<file path="config.mk">
export PLATFORM = sky130hd
export DESIGN_NAME = raptor64_regwrite_ctrl
export DESIGN_NICKNAME = d
export VERILOG_FILES = /design/src/rtl/raptor64_pkg.sv /design/src/rtl/raptor64_wb_fifo.sv /design/src/rtl/raptor64_regwrite_ctrl.sv
export SDC_FILE = /design/constraint.sdc
export NUM_CORES = 1
export LEC_CHECK = 0
export CAP_MARGIN = 20
export CORE_MARGIN = 5
export CORE_UTILIZATION = 50
export DETAILED_ROUTE_END_ITERATION = 8
export MAX_ROUTING_LAYER = met4
export PLACE_DENSITY = 0.81
export SLEW_MARGIN = 20
export SYNTH_ARGS = -nofsm -noshare
export SYNTH_HDL_FRONTEND = slang
export SYNTH_SLANG_ARGS = --single-unit
</file>
<file path="constraint.sdc">
create_clock -name clk -period 12 [get_ports clk]
set_input_delay 1.8 -clock clk [delete_from_list [all_inputs] [get_ports clk]]
set_output_delay 1.8 -clock clk [all_outputs]
set_load 0.03 [all_outputs]
</file>
<file path="src/rtl/raptor64_pkg.sv">
// Shared Raptor64 write-back definitions: widths, special registers, entry type.
package raptor64_pkg;

    localparam int AW_DEF = 9;
    localparam int DW_DEF = 64;

    localparam logic [4:0] REG_ZERO = 5'd0;
    localparam logic [4:0] REG_PC   = 5'd29;

    // Multi-cycle result buffer entry at default widths.
    typedef struct packed {
        logic              valid;
        logic [AW_DEF-1:0] rt;
        logic [DW_DEF-1:0] data;
    } wb_entry_t;

    // r0 and the pc alias decode only on the low five address bits.
    function automatic logic writable(input logic [4:0] rt5);
        return (rt5 != REG_ZERO) && (rt5 != REG_PC);
    endfunction

endpackage

</file>
<file path="src/rtl/raptor64_wb_fifo.sv">
// Multi-cycle result FIFO with per-entry kill by Rt match and Rt lookup.
module raptor64_wb_fifo
    import raptor64_pkg::*;
#(
    parameter int DEPTH = 2,
    parameter int AW    = AW_DEF,
    parameter int DW    = DW_DEF,
    localparam int PW   = $clog2(DEPTH),
    localparam int CW   = $clog2(DEPTH) + 1
) (
    input  logic          clk,
    input  logic          rst,
    input  logic          push,
    input  logic [AW-1:0] push_rt,
    input  logic [DW-1:0] push_data,
    input  logic          pop,
    input  logic          kill_en,
    input  logic [AW-1:0] kill_rt,
    input  logic [AW-1:0] q_rt,
    output logic          q_hit,
    output logic          ready,
    output logic          nonempty,
    output logic          head_live,
    output logic [AW-1:0] head_rt,
    output logic [DW-1:0] head_data
);

    typedef struct packed {
        logic          valid;
        logic [AW-1:0] rt;
        logic [DW-1:0] data;
    } entry_t;

    localparam logic [CW-1:0] FULL = CW'(DEPTH);

    entry_t        mem [DEPTH];
    logic [PW-1:0] head, tail;
    logic [CW-1:0] count;

    assign ready     = (count < FULL);
    assign nonempty  = (count != '0);
    assign head_live = mem[head].valid;
    assign head_rt   = mem[head].rt;
    assign head_data = mem[head].data;

    // Lookup sees only registered state; a same-cycle push is not visible.
    always_comb begin
        q_hit = 1'b0;
        for (int i = 0; i < DEPTH; i++)
            if (mem[i].valid && (mem[i].rt == q_rt)) q_hit = 1'b1;
    end

    // Entry storage: kill older matches, retire head, append tail.
    always_ff @(posedge clk) begin
        if (rst) begin
            for (int i = 0; i < DEPTH; i++) mem[i] <= '0;
        end else begin
            for (int i = 0; i < DEPTH; i++)
                if (kill_en && mem[i].valid && (mem[i].rt == kill_rt))
                    mem[i].valid <= 1'b0;
            if (pop)  mem[head].valid <= 1'b0;
            if (push) mem[tail] <= '{valid: 1'b1, rt: push_rt, data: push_data};
        end
    end

    // Pointers wrap naturally at PW bits; count tracks occupancy.
    always_ff @(posedge clk) begin
        if (rst) begin
            head  <= '0;
            tail  <= '0;
            count <= '0;
        end else begin
            if (pop)  head <= head + 1'b1;
            if (push) tail <= tail + 1'b1;
            case ({push, pop})
                2'b10:   count <= count + 1'b1;
                2'b01:   count <= count - 1'b1;
                default: count <= count;
            endcase
        end
    end

endmodule

</file>
<file path="src/rtl/raptor64_regwrite_ctrl.sv">
// Register-file write port and trailer arbitration between M2 and the multi-cycle unit.
module raptor64_regwrite_ctrl
    import raptor64_pkg::*;
#(
    parameter int DEPTH = 2,
    parameter int AW    = AW_DEF,
    parameter int DW    = DW_DEF
) (
    input  logic          clk,
    input  logic          rst,
    input  logic          advanceW,
    input  logic          m2IRvalid,
    input  logic [AW-1:0] m2Rt,
    input  logic [DW-1:0] m2Data,
    input  logic          mc_valid,
    input  logic [AW-1:0] mc_Rt,
    input  logic [DW-1:0] mc_data,
    output logic          mc_ready,
    input  logic [AW-1:0] q_rt,
    output logic          q_hit,
    output logic          wIRvalid,
    output logic [AW-1:0] wRt,
    output logic [DW-1:0] wData,
    output logic [AW-1:0] tRt,
    output logic [DW-1:0] tData
);

    logic          slot_taken, push, pop;
    logic          nonempty, head_live;
    logic [AW-1:0] head_rt;
    logic [DW-1:0] head_data;

    // Pipeline owns the write slot; buffer drains only into an idle slot.
    // Offers to r0/pc complete the handshake but are never stored.
    always_comb begin
        slot_taken = advanceW && m2IRvalid && writable(m2Rt[4:0]);
        push       = mc_valid && mc_ready && writable(mc_Rt[4:0]);
        pop        = !slot_taken && nonempty;
    end

    raptor64_wb_fifo #(.DEPTH(DEPTH), .AW(AW), .DW(DW)) u_fifo (
        .clk       (clk),
        .rst       (rst),
        .push      (push),
        .push_rt   (mc_Rt),
        .push_data (mc_data),
        .pop       (pop),
        .kill_en   (slot_taken),
        .kill_rt   (m2Rt),
        .q_rt      (q_rt),
        .q_hit     (q_hit),
        .ready     (mc_ready),
        .nonempty  (nonempty),
        .head_live (head_live),
        .head_rt   (head_rt),
        .head_data (head_data)
    );

    // W-stage write register; a killed head is popped without writing.
    always_ff @(posedge clk) begin
        if (rst) begin
            wIRvalid <= 1'b0;
            wRt      <= '0;
            wData    <= '0;
        end else if (slot_taken) begin
            wIRvalid <= 1'b1;
            wRt      <= m2Rt;
            wData    <= m2Data;
        end else if (pop && head_live) begin
            wIRvalid <= 1'b1;
            wRt      <= head_rt;
            wData    <= head_data;
        end else begin
            wIRvalid <= 1'b0;
        end
    end

    // Trailer keeps the most recent completed write for the bypass muxes.
    always_ff @(posedge clk) begin
        if (rst) begin
            tRt   <= '0;
            tData <= '0;
        end else if (wIRvalid) begin
            tRt   <= wRt;
            tData <= wData;
        end
    end

endmodule

</file>
==> results of run 1 <==
-- critical path, delay by kind of cell --
family	cells	cell delay [ns]
xor gates and xnor gates	1	0.18
and+or+nand+nor	2	0.45
AOI/OAI and AO/OA	1	0.10
buffers and inverters	2	1.19
-- worst paths after layout --
path / start / endpoint / slack [ns] / cells past startpoint
setup / recovery: q_rt[6] / q_hit / 6.47 / 6
hold / removal: tRt[2] / tRt[2] / 0.49 / 2
hold reg to reg: tRt[2] / tRt[2] / 0.49 / 2
setup reg to reg: u_fifo.count[1] / u_fifo.mem[0][25] / 9.53 / 4
-- cells in the mapped netlist (3+ instances only) --
cell type,n
a21oi_1,76
and2_1,146
buf_1,4
buf_2,9
buf_6,6
clkbuf_1,61
dfxtp_1,154
edfxtp_1,146
mux2i_1,147
nand2_1,146
nand4_1,9
nor2_1,82
nor3_1,3
nor4_1,4
o211ai_1,72
o21ai_0,4
xnor2_1,22
xor2_1,17
-- flip-flops by register name, summed over array words and instances (netlist names), named ones only --
name,count
wRt,9
wData,64
tRt,9
wIRvalid,1
u_fifo.count,2
u_fifo.tail,1
tData,64
u_fifo.head,1
u_fifo.mem,148
-- per-layer routing --
layer  track usage [%]  wire [um]
met1             29.66      14140
met2             37.25      16010
met3             4.040       1741
met4             8.292       1173
met5                 -          0
-- stage by stage --
| stage | util [%] | hold WS, ns | cell area (um2) | instances |
|---|---|---|---|---|
| after floorplan | - | 0.4714 | 12580 | 1126 |
| after global placement | 63.42 | 0.4727 | 15830 | 1693 |
| after detailed placement | 63.42 | 0.4802 | 15830 | 1693 |
| after CTS | 67.38 | 0.4953 | 16820 | 1749 |
| after global routing | 67.56 | 0.5182 | 16870 | 1756 |
| final | 67.56 | 0.4907 | 16870 | 1756 |
-- final cells by class --
cell class	instances	area, um2
inverters	2	7.507
diodes	6	15.01
well taps	330	412.9
clock inverters	16	146.4
multi-input cells	743	4782
repair buffers	319	3187
fillers	1901	8098
flip-flops and latches	300	7475
clock buffers	40	840.8
-- power groups by stage --
stage | Sequential (W) | Clock, W | Combinational, W
after global routing | 0.00138 | 0.000991 | 0.000854
after floorplan | 0.00144 | 0 | 0.000437
after detailed placement | 0.00139 | 0 | 0.000791
after global placement | 0.00138 | 0 | 0.000776
after CTS | 0.00137 | 0.000943 | 0.000795
final | 0.00136 | 0.000924 | 0.000791
-- kinds of logic (layout without fill, tap and decap cells) --
family                     Yosys count  in the layout
other                                0              6
buffers and inverters               83            377
adders and majority gates            1              1
muxes                              147            147
and+or+nand+nor                    400            400
DFF                                300            300
AOI/OAI and AO/OA                  156            156
xor gates and xnor gates            39             39
==> results.toml, run 1 <==
[outcome]
status = "completed"

[flow_run]
maxCapViolations = 0

[global_routing]
antenna_found_initial = 6
grt_max_degree = 98
grt_remaining_overflow = 0
grtUsageTotal_pct = 23.11
grt_pass1_vias = 9373
grt_pass1_wl_um = 51650

[logic_synthesis]
ys_types = 32
synth_area_um2 = 12580
synth_top_family_by_area = "simple AND/OR/NAND/NOR gates"
yosysSeqAreaShare_pct = 59.35
yosysTopAreaCell = "edfxtp_1"
netlist_top_cells_area = "edfxtp_1 35%, dfxtp_1 25%, mux2i_1 12%"
synth_compound_area_share_pct = 7.767
synthFlopType = "dfxtp_1"
synth-seq-cells = 300
avgSynthCellArea_um2 = 11.17
yosys.area_share.adder_pct = 0.09944
synth_simple_gate_area_share_pct = 15.42
synth_top_area_share_pct = 34.84
synthCells = 1126
synth_xor_xnor_area_share_pct = 2.715
synth-edff-count = 146
syn_nets = 1287
synthArstFlopShare_pct = 0
synthMuxAreaShare_pct = 11.69
yosys_warnings = 0

[worst_setup_path]
crit_path_max_fanout = 2
slowest_stage = "clkdlybuf4s50_1"
critPathArrivalTime_ns = 3.73
start_kind = "input pin"
cpMostUsedCell = "clkdlybuf4s50_1"
crit_chain = "clkdlybuf4s50_1 > xor2_1 > nor4_1 > nand4_1 > o21ai_0 > clkdlybuf4s50_1"
cpPeakStageDelay_ns = 0.70
end_kind = "output port"
crit_type = "in -> out"
crit_required_ns = 10.20

[clock_network]
cts_hold_buf = 0
htree_levels = 1
tritoncts = "done"
clockRootBuffer = "clkbuf_16"
cts_buffers = 30
clk_path_buf_depth = 3
clk_latency_ns = 0.54
post_cts_resized = 0
path_clk_slew_ns = 0.06
postCtsSetupBuffers = 0
cts.sinks = 300

[place]
place_congestion = 0.9152
pre_cts_slack_ns = 6.471
place_hpwl_um = 21780
port_buffers = 308

[power]
clkPwrFrac_pct = 30.0
p_int_w = 0.002135
p_switching_w = 0.0009439
leakage_nw = 5.901
powerDensity_nw_per_um2 = 182.6
seqPwrFrac_pct = 44.3
power.share.switching_pct = 30.65
peakVddDrop_v = 0.0001297
p_total_w = 0.003079
p_comb_share_pct = 25.7

[routing]
ant_nets = 0
drt-initial-drc-count = 513
vias = 9310
via_per_inst = 5.302
drt_wl_total_um = 33060
wire_per_inst_um = 18.83
drc = 0
drt_pre_antenna_iters = 5

[timing]
relSlewSlack_pct = 32.97
finalSetupViolCount = 0
hold_viol = 0
clock-skew-final_ns = 0.01054
fin_crit_ns = 5.528
tns_ns = 0
max_slew.worst_pin.slew_ns = 1.002
rsz0062_at_grt = "no"
maxSlewViolCount = 0
fin_crit_sh_pct = 46.07
fmax_mhz = 180.9
fin_ws_ns = 6.472

[floorplanning]
die-area_um2 = 28440
die_x_um = 168.6
die_h_um = 168.6
start_util_pct = 50.40
io_pins = 309
rows = 58
coreArea_um2 = 24960

[hold_path]
hold_class = "reg -> reg"

[layout]
area_growth_pct = 34.05
final_cell_mix = "307 x clkdlybuf4s50_1, 152 x dfxtp_1, 147 x mux2i_1"
layout-drive-gt1-share_pct = 4.859
layout_commonest_cell = "clkdlybuf4s50_1"
nNetsFinal = 1557
Note: power is estimated with default switching activity, not from simulation.
==> run 2, diff against run 1 <==
- CORE_UTILIZATION: 50 -> 45
- PLACE_DENSITY: 0.81 -> 0.77
- clock period: 12 -> 4.8 ns (I/O delays scaled with it)
==> results.toml, run 2 (synthesized netlist as in run 1, its figures left out) <==
[power]
p_switching_w = 0.002419
leakage_nw = 6.011
p_comb_share_pct = 24.9
power.share.switching_pct = 30.20
clkPwrFrac_pct = 32.4
powerDensity_nw_per_um2 = 468.0
seqPwrFrac_pct = 42.7
p_int_w = 0.005591
peakVddDrop_v = 0.0002675
p_total_w = 0.008010

[worst_setup_path]
crit_type = "in -> out"
crit_chain = "clkdlybuf4s50_1 > xor2_1 > nor4_1 > nand4_1 > o21ai_0 > clkdlybuf4s50_1"
cp_top_family = "buffers and inverters"
r2r_cells = 6
r2r-end = "wData[20]"
timing.critical_path.from = "q_rt[8]"
start_kind = "input pin"
path_depth = 6
r2r_slack_ns = 2.02
critPathArrivalTime_ns = 2.76
slowest_stage = "clkdlybuf4s50_1"
cpPeakStageDelay_ns = 0.71
crit_path_max_fanout = 2
crit_required_ns = 4.08
cpMostUsedCell = "clkdlybuf4s50_1"
crit_buf_inv = 2
cp-endpoint = "q_hit"
end_kind = "output port"

[floorplanning]
die-area_um2 = 31400
io_pins = 309
start_util_pct = 45.41
coreArea_um2 = 27710
die_h_um = 177.2
rows = 61
die_x_um = 177.2

[timing]
tns_ns = 0
rsz0062_at_grt = "no"
finalSetupViolCount = 0
fin_crit_sh_pct = 72.49
fmax_mhz = 287.4
maxSlewViolCount = 0
fin_ws_ns = 1.321
max_slew.worst_pin.slew_ns = 0.8858
relSlewSlack_pct = 40.81
clock-skew-final_ns = 0.02447
hold_viol = 0
fin_crit_ns = 3.479

[layout]
largestRegisters = "u_fifo.mem x148, tData x64, wData x64"
final_cell_mix = "307 x clkdlybuf4s50_1, 152 x dfxtp_1, 147 x mux2i_1"
layout_commonest_cell = "clkdlybuf4s50_1"
final_cells = 1812
largest_reg_flops = 148
nNetsFinal = 1565
largest-register = "u_fifo.mem"
area_growth_pct = 36.03
layout-drive-gt1-share_pct = 5.385
fin_util_pct = 61.78

[global_routing]
grt_pass1_vias = 9480
grt_remaining_overflow = 0
grt-busiest-layer = "met2"
grt_pass1_wl_um = 53160
grtUsageTotal_pct = 21.90
met2_usage_pct = 35.84
antenna_found_initial = 4
grt_use_met1_pct = 27.75
grt_max_degree = 96
met3_usage_pct = 4.059

[place]
port_buffers = 308
place_congestion = 0.8300
place_hpwl_um = 22820
pre_cts_slack_ns = 1.348
numPlacedInstances = 1745

[clock_network]
postCtsSetupBuffers = 0
clockRootBuffer = "clkbuf_16"
tritoncts = "done"
cts.sinks = 300
cts_hold_buf = 0
post_cts_resized = 0
clk_path_buf_depth = 3
path_clk_slew_ns = 0.06
htree_levels = 2
clk_latency_ns = 0.51
cts_buffers = 34

[routing]
ant_nets = 0
drt_wl_total_um = 34400
drt-initial-drc-count = 494
drt_pre_antenna_iters = 5
wire_per_inst_um = 18.99
vias = 9303
drc = 0
via_per_inst = 5.134

[hold_path]
hold_class = "reg -> reg"

[outcome]
status = "completed"

[flow_run]
maxCapViolations = 0
run 2: cell count changes in the layout (fill, tap and decap cells not counted):
cell	before	now
clkbuf_1	7	10
buf_4	10	13
clkbuf_4	0	1
diode_2	6	4
buf_12	0	2
clkinvlp_4	5	1
clkbuf_8	1	4
clkbuf_16	32	37
buf_6	1	0
clkinv_1	3	2
clkinv_4	1	0
run 2: metrics by stage:
step                      cell area [um2]  hold slack, ns
after CTS                           17080          0.4938
after global routing                17120          0.5109
after global placement              15930          0.4719
after detailed placement            15950          0.4773
final                               17120          0.4901
after floorplan                     12590          0.4714
run 2: routing by layer:
layer,up-vias,routed length [um],share of wire (%)
li1,4498,-,-
met1,4467,14700,43
met2,270,16870,49
met3,68,1854,5.4
met4,0,974,2.8
met5,-,0,0
run 2: final cells by class:
cell class,count,area [um2]
timing repair buffer,323,3238
clock buffer,52,1026
sequential,300,7475
multi-input combinational,743,4782
antenna,4,10.01
clock inverter,10,103.9
tap,378,473.0
inverter,2,7.507
fill,2268,10590
run 2: power by group through the flow:
stage	sequential, W	clock (W)	combinational [W]
6_report	0.00342	0.00260	0.00199
5_1_grt	0.00346	0.00275	0.00215
4_1_cts	0.00342	0.00265	0.00201
3_5_place_dp	0.00347	0	0.00200
3_3_place_gp	0.00345	0	0.00196
2_1_floorplan	0.00359	0	0.00109
run 2: worst min-delay path, cell delays in order (launching register included):
cell,delay (ns)
dfxtp_1,0.32
mux2i_1,0.06
nor2_1,0.07
run 2: how the worst min path moves through the flow:
stage | start | to | slack, ns | cells past startpoint
floorplan | u_fifo.count[1] | u_fifo.count[1] | 0.47 | 2
global placement | tData[48] | tData[48] | 0.47 | 2
finish | tData[43] | tData[43] | 0.49 | 2
global route | tData[43] | tData[43] | 0.51 | 2
CTS | tData[43] | tData[43] | 0.49 | 2
detailed placement | tData[43] | tData[43] | 0.48 | 2
